===== config.mk =====
export PLATFORM = sky130hd
export DESIGN_NAME = div_seq_param
export DESIGN_NICKNAME = d
export VERILOG_FILES = /design/src/rtl/div_seq_param.sv
export SDC_FILE = /design/constraint.sdc
export NUM_CORES = 1
export LEC_CHECK = 0
export ABC_AREA = 1
export CAP_MARGIN = 10
export CORE_MARGIN = 2
export CORE_UTILIZATION = 57
export CTS_CLUSTER_SIZE = 8
export DETAILED_ROUTE_END_ITERATION = 7
export MAX_ROUTING_LAYER = met4
export PLACE_DENSITY = 0.79
export REMOVE_ABC_BUFFERS = 1
export SYNTH_ARGS = -nofsm -noshare
export SYNTH_HDL_FRONTEND = slang
export SYNTH_SLANG_ARGS = --single-unit
export TNS_END_PERCENT = 30

===== constraint.sdc =====
create_clock -name clk -period 9.45 [get_ports clk]
set_clock_uncertainty 0.05 [all_clocks]
set_input_delay 2.835 -clock clk [delete_from_list [all_inputs] [get_ports clk]]
set_output_delay 2.835 -clock clk [all_outputs]
set_load 0.02 [all_outputs]

===== src/rtl/div_seq_param.sv =====
// div_seq_param: multi-cycle restoring divider (lo = a / b, hi = a % b).
// One quotient bit per CALC cycle, then a FIX cycle for sign correction and a
// DONE cycle; done is a registered one-cycle pulse after leaving DONE.
// Optional feature macro: DIV_SIGNED_EN (honour is_signed; signed DIV/DIVU).
module div_seq_param #(
  parameter int W     = 32,
  parameter int CNT_W = 6
) (
  input  logic         clk,
  input  logic         rst,
  input  logic         init,
  input  logic         stop,
  input  logic         is_signed,
  input  logic [W-1:0] a,
  input  logic [W-1:0] b,
  output logic         busy,
  output logic         done,
  output logic [W-1:0] hi,
  output logic [W-1:0] lo,
  output logic         divzero
);

`ifdef DIV_SIGNED_EN
  localparam logic SIGNED_EN = 1'b1;
`else
  localparam logic SIGNED_EN = 1'b0;
`endif

  localparam logic [W-1:0] ONE_W = W'(1);

  typedef enum logic [1:0] {S_IDLE, S_CALC, S_FIX, S_DONE} state_t;

  state_t         state_q, state_d;
  logic [CNT_W-1:0] cnt_q, cnt_d;
  logic [W-1:0]   r_q, r_d;      // partial remainder
  logic [W-1:0]   q_q, q_d;      // quotient being built
  logic [W-1:0]   qa_q, qa_d;    // dividend magnitude, shifted out MSB first
  logic [W-1:0]   dv_q, dv_d;    // divisor magnitude
  logic [W-1:0]   hi_q, hi_d;
  logic [W-1:0]   lo_q, lo_d;
  logic           negq_q, negq_d;
  logic           negr_q, negr_d;
  logic           done_q, done_d;
  logic           divzero_q, divzero_d;

  logic           a_neg, b_neg;
  logic [W-1:0]   a_mag, b_mag;
  logic [W:0]     r_sh;
  logic           ge;

  function automatic logic [W-1:0] neg2(input logic [W-1:0] v);
    return (~v) + ONE_W;
  endfunction

  // State and datapath registers, async active-high clear
  always_ff @(posedge clk or posedge rst) begin
    if (rst) begin
      state_q   <= S_IDLE;
      cnt_q     <= '0;
      r_q       <= '0;
      q_q       <= '0;
      qa_q      <= '0;
      dv_q      <= '0;
      hi_q      <= '0;
      lo_q      <= '0;
      negq_q    <= 1'b0;
      negr_q    <= 1'b0;
      done_q    <= 1'b0;
      divzero_q <= 1'b0;
    end else begin
      state_q   <= state_d;
      cnt_q     <= cnt_d;
      r_q       <= r_d;
      q_q       <= q_d;
      qa_q      <= qa_d;
      dv_q      <= dv_d;
      hi_q      <= hi_d;
      lo_q      <= lo_d;
      negq_q    <= negq_d;
      negr_q    <= negr_d;
      done_q    <= done_d;
      divzero_q <= divzero_d;
    end
  end

  // Next-state and datapath: accept, iterate, sign-fix, report
  always_comb begin
    state_d   = state_q;
    cnt_d     = cnt_q;
    r_d       = r_q;
    q_d       = q_q;
    qa_d      = qa_q;
    dv_d      = dv_q;
    hi_d      = hi_q;
    lo_d      = lo_q;
    negq_d    = negq_q;
    negr_d    = negr_q;
    divzero_d = divzero_q;
    done_d    = 1'b0;

    a_neg = SIGNED_EN & is_signed & a[W-1];
    b_neg = SIGNED_EN & is_signed & b[W-1];
    a_mag = a_neg ? neg2(a) : a;
    b_mag = b_neg ? neg2(b) : b;

    // Dividend is shifted left instead of indexed by the counter; the
    // extra top bit keeps the compare exact for divisors above 2**(W-1).
    r_sh = {r_q, qa_q[W-1]};
    ge   = (r_sh >= {1'b0, dv_q});

    if (stop) begin
      state_d = S_IDLE;
      cnt_d   = '0;
    end else begin
      case (state_q)
        S_IDLE: begin
          if (init) begin
            if (b == '0) begin
              divzero_d = 1'b1;
              hi_d      = '0;
              lo_d      = '0;
              state_d   = S_DONE;
            end else begin
              divzero_d = 1'b0;
              qa_d      = a_mag;
              dv_d      = b_mag;
              negq_d    = a_neg ^ b_neg;
              negr_d    = a_neg;
              cnt_d     = CNT_W'(W);
              r_d       = '0;
              q_d       = '0;
              state_d   = S_CALC;
            end
          end
        end
        S_CALC: begin
          r_d   = ge ? (r_sh[W-1:0] - dv_q) : r_sh[W-1:0];
          q_d   = {q_q[W-2:0], ge};
          qa_d  = {qa_q[W-2:0], 1'b0};
          cnt_d = cnt_q - CNT_W'(1);
          if (cnt_q == CNT_W'(1)) state_d = S_FIX;
        end
        S_FIX: begin
          lo_d    = negq_q ? neg2(q_q) : q_q;
          hi_d    = negr_q ? neg2(r_q) : r_q;
          state_d = S_DONE;
        end
        S_DONE: begin
          done_d  = 1'b1;
          state_d = S_IDLE;
        end
        default: state_d = S_IDLE;
      endcase
    end
  end

  assign busy    = (state_q == S_CALC) || (state_q == S_FIX);
  assign done    = done_q;
  assign hi      = hi_q;
  assign lo      = lo_q;
  assign divzero = divzero_q;

endmodule


==> impl_metrics.ini <==
[run_status]
outcome = complete, no violations

[clocking]
cts.htree.levels = 1
numCtsBuffers = 29
holdBufCountCts = 0
clockBufferDepth = 3
cts_setup_buffers = 0
cts_tree = done
insertion_delay_ns = 0.56
clkTransAtPathRegs_ns = 0.05
post_cts_resize_count = 0
cts-root-buf = clkbuf_16
clock_sinks = 202

[timing]
rsz0062_at_grt = false
finalSetupTns_ns = 0
setup_viol = 0
layout_min_cycle_time_ns = 5.649
maxSlewHeadroom_pct = 32.95
slew_violations = 0
finalHoldViolCount = 0
fin_crit_sh_pct = 59.77
tightest_slew_ns = 1.005
fmax_mhz = 177.0

[worst_setup_path]
crit_slowest_cell = nor2_4
critPathKind = in2reg
critPathCaptureType = flop
path_max_fanout = 34
crit_chain = clkdlybuf4s50_1 -> nor2_1 -> nand2_1 -> nor2_1 -> nand2_1 -> nor2_1 -> nand2_1 -> nand3_4 -> nor2_4 -> inv_1 -> o21ai_0
critPathMaxStageDelay_ns = 0.75
critPathArrivalTime_ns = 6.02
worstSetupStartpointType = input port
cp.required_ns = 9.83
reg2reg_setup_slack_ns = 5.64

[cells_and_area]
area_delta_synth_final_pct = 19.35
fin_nets = 1758
ff_latch_area_um2 = 5055
antenna_cells = 0
fin_cells = 1916
nFillCells = 1677
fin_area_um2 = 13560
multi_input_area_um2 = 4961
drive_above_1_share_pct = 3.755

[power_and_ir_drop]
p_leak_nw = 6.823
p_per_area_nw_per_um2 = 261.2
vdd_drop_max_uv = 187.5

[logic_synthesis]
syn_area_per_cell_um2 = 7.385
syn-cell-area_um2 = 11360
yosysWarningCount = 0
postSynthCellCount = 1538
ys_types = 37
async_reset_ff_share_pct = 100.0
synth-main-ff-cell = dfrtp_1
synth-seq-area-share_pct = 44.50
synth-seq-cells = 202
synth_edf_count = 0

[drt]
viasPerCell = 5.247
drt-pass1-iter-count = 5
drtAntennaViolNets = 0
post-route-drc-count = 0
dr.first_iter.drc_count = 623
wire_per_inst_um = 15.41
vias = 10050
wl_mm = 29.53

[hold_path]
hp-class = reg2reg

[die]
fp.dieH_um = 145.2
io_pins = 136
core-area_um2 = 19530
die-area_um2 = 21070
dieWidth_um = 145.2
rows = 51
start_util_pct = 58.17

[place]
port-buffer-count = 134
place_inst = 1884
placed_area_um2 = 12800
dp_hpwl_mm = 20.51
routabilityCongestion = 0.9469

[global_route]
antenna_found_initial = 0
grt_pass1_vias = 9904
grt_pass1_wl_mm = 49.21
grt_max_degree = 134
overflow = 0
track_usage_pct = 29.09

[run]
maxCapViolCount = 0
==> cell usage in the layout (no fill, tap or decap), types with 13 or more instances in the layout <==
| master | count |
|---|---|
| xnor2_1 | 13 |
| nand3b_1 | 14 |
| nand2_1 | 378 |
| ha_1 | 37 |
| o22ai_1 | 33 |
| a21oi_1 | 48 |
| clkdlybuf4s50_1 | 134 |
| clkbuf_16 | 29 |
| nand3_1 | 143 |
| o31ai_1 | 31 |
| dfrtp_1 | 202 |
| o21ai_0 | 80 |
| nor2_1 | 162 |
| inv_1 | 276 |
==> flip-flops by register name, indices dropped and copies added, names as in the netlist <==
signal	cells
dv_q	32
hi	32
lo	32
q_q	32
qa_q	32
r_q	32
cnt_q	6
state_q	2
divzero	1
done	1
==> through the flow <==
stage	power, mW	setup slack, ns	hold slack (ns)	util (%)
6_report	3.541	3.801	0.4327	69.43
4_1_cts	3.561	3.847	0.4363	69.43
5_1_grt	3.774	3.639	0.4459	69.43
2_1_floorplan	2.114	1.054	0.4017	-
3_5_place_dp	2.647	3.329	0.4211	65.55
3_3_place_gp	2.604	3.422	0.4143	65.55
==> where the power goes <==
part,switching (mW),leakage (nW),total [mW],internal (mW)
sequential,0.129,2.64,1.25,1.12
clock,0.361,0.368,0.899,0.538
combinational,0.870,3.81,1.39,0.519
total,1.36,6.82,3.54,2.18
==> routing by layer <==
layer  share of wire [%]  wire [um]  track usage (%)
met1                  47      13970            41.33
met4                 1.3        392            5.294
met2                  45      13420            45.74
met3                 5.9       1743            3.868
met5                   0          0                -
==> final timing paths <==
check	start	end	depth (start not counted)
worst max-delay path	b[31]	q_q[31]	11
worst min-delay path	qa_q[1]	qa_q[1]	2
worst max register to register	state_q[1]	q_q[31]	9
worst min register to register	qa_q[1]	qa_q[1]	2
max in group asynchronous	rst	q_q[3]	3
min in group asynchronous	rst	qa_q[24]	2
==> cells by family after synthesis <==
logic type               after synthesis  share of synthesized area [%]
adder cells (fa/ha/maj)               39                          4.362
flip-flops                           202                          44.50
AND/OR/NAND/NOR                      730                          27.22
buffers and inverters                340                          12.04
multiplexers                           1                        0.09913
AO/OA/AOI/OAI                        210                          10.54
XOR/XNOR                              16                          1.234
==> Yosys cell counts (2+ instances only) <==
library cell | number | area (um^2)
o21a_1 | 3 | 22.52
o31ai_1 | 31 | 232.7
buf_4 | 6 | 45.04
xor2_1 | 3 | 26.28
dfrtp_1 | 202 | 5055
a21oi_1 | 48 | 240.2
buf_2 | 31 | 155.2
nand3b_1 | 14 | 105.1
buf_1 | 8 | 30.03
o21ai_1 | 8 | 40.04
o22ai_1 | 33 | 206.5
inv_2 | 3 | 11.26
nor2_1 | 162 | 608.1
nand3_2 | 2 | 20.02
buf_6 | 4 | 45.04
nand4_1 | 11 | 68.82
nand2_1 | 378 | 1419
inv_1 | 277 | 1040
o21ai_0 | 80 | 400.4
nand3_1 | 143 | 715.7
o21bai_1 | 5 | 37.54
and2_1 | 2 | 12.51
ha_1 | 38 | 475.5
nand2_2 | 4 | 25.02
nor2_2 | 4 | 25.02
clkbuf_1 | 11 | 41.29
nor3_1 | 3 | 15.01
nor2_4 | 3 | 33.78
xnor2_1 | 13 | 113.9
==> area by class of cell <==
cell class                      instances  share of cell area, %
Timing Repair Buffer                  141                  10.28
Sequential cell                       202                  37.29
Inverter                              280                  7.808
Clock inverter                          2                 0.2030
Clock buffer                           30                  5.381
Multi-Input combinational cell        996                  36.59
Tap cell                              265                  2.446
==> critical path: cells and delay by family <==
family          cells  cell delay, ns
simple gates        8            1.55
buf+inv             2            1.22
compound gates      1            0.39
Power figures use the tool's default switching activity.
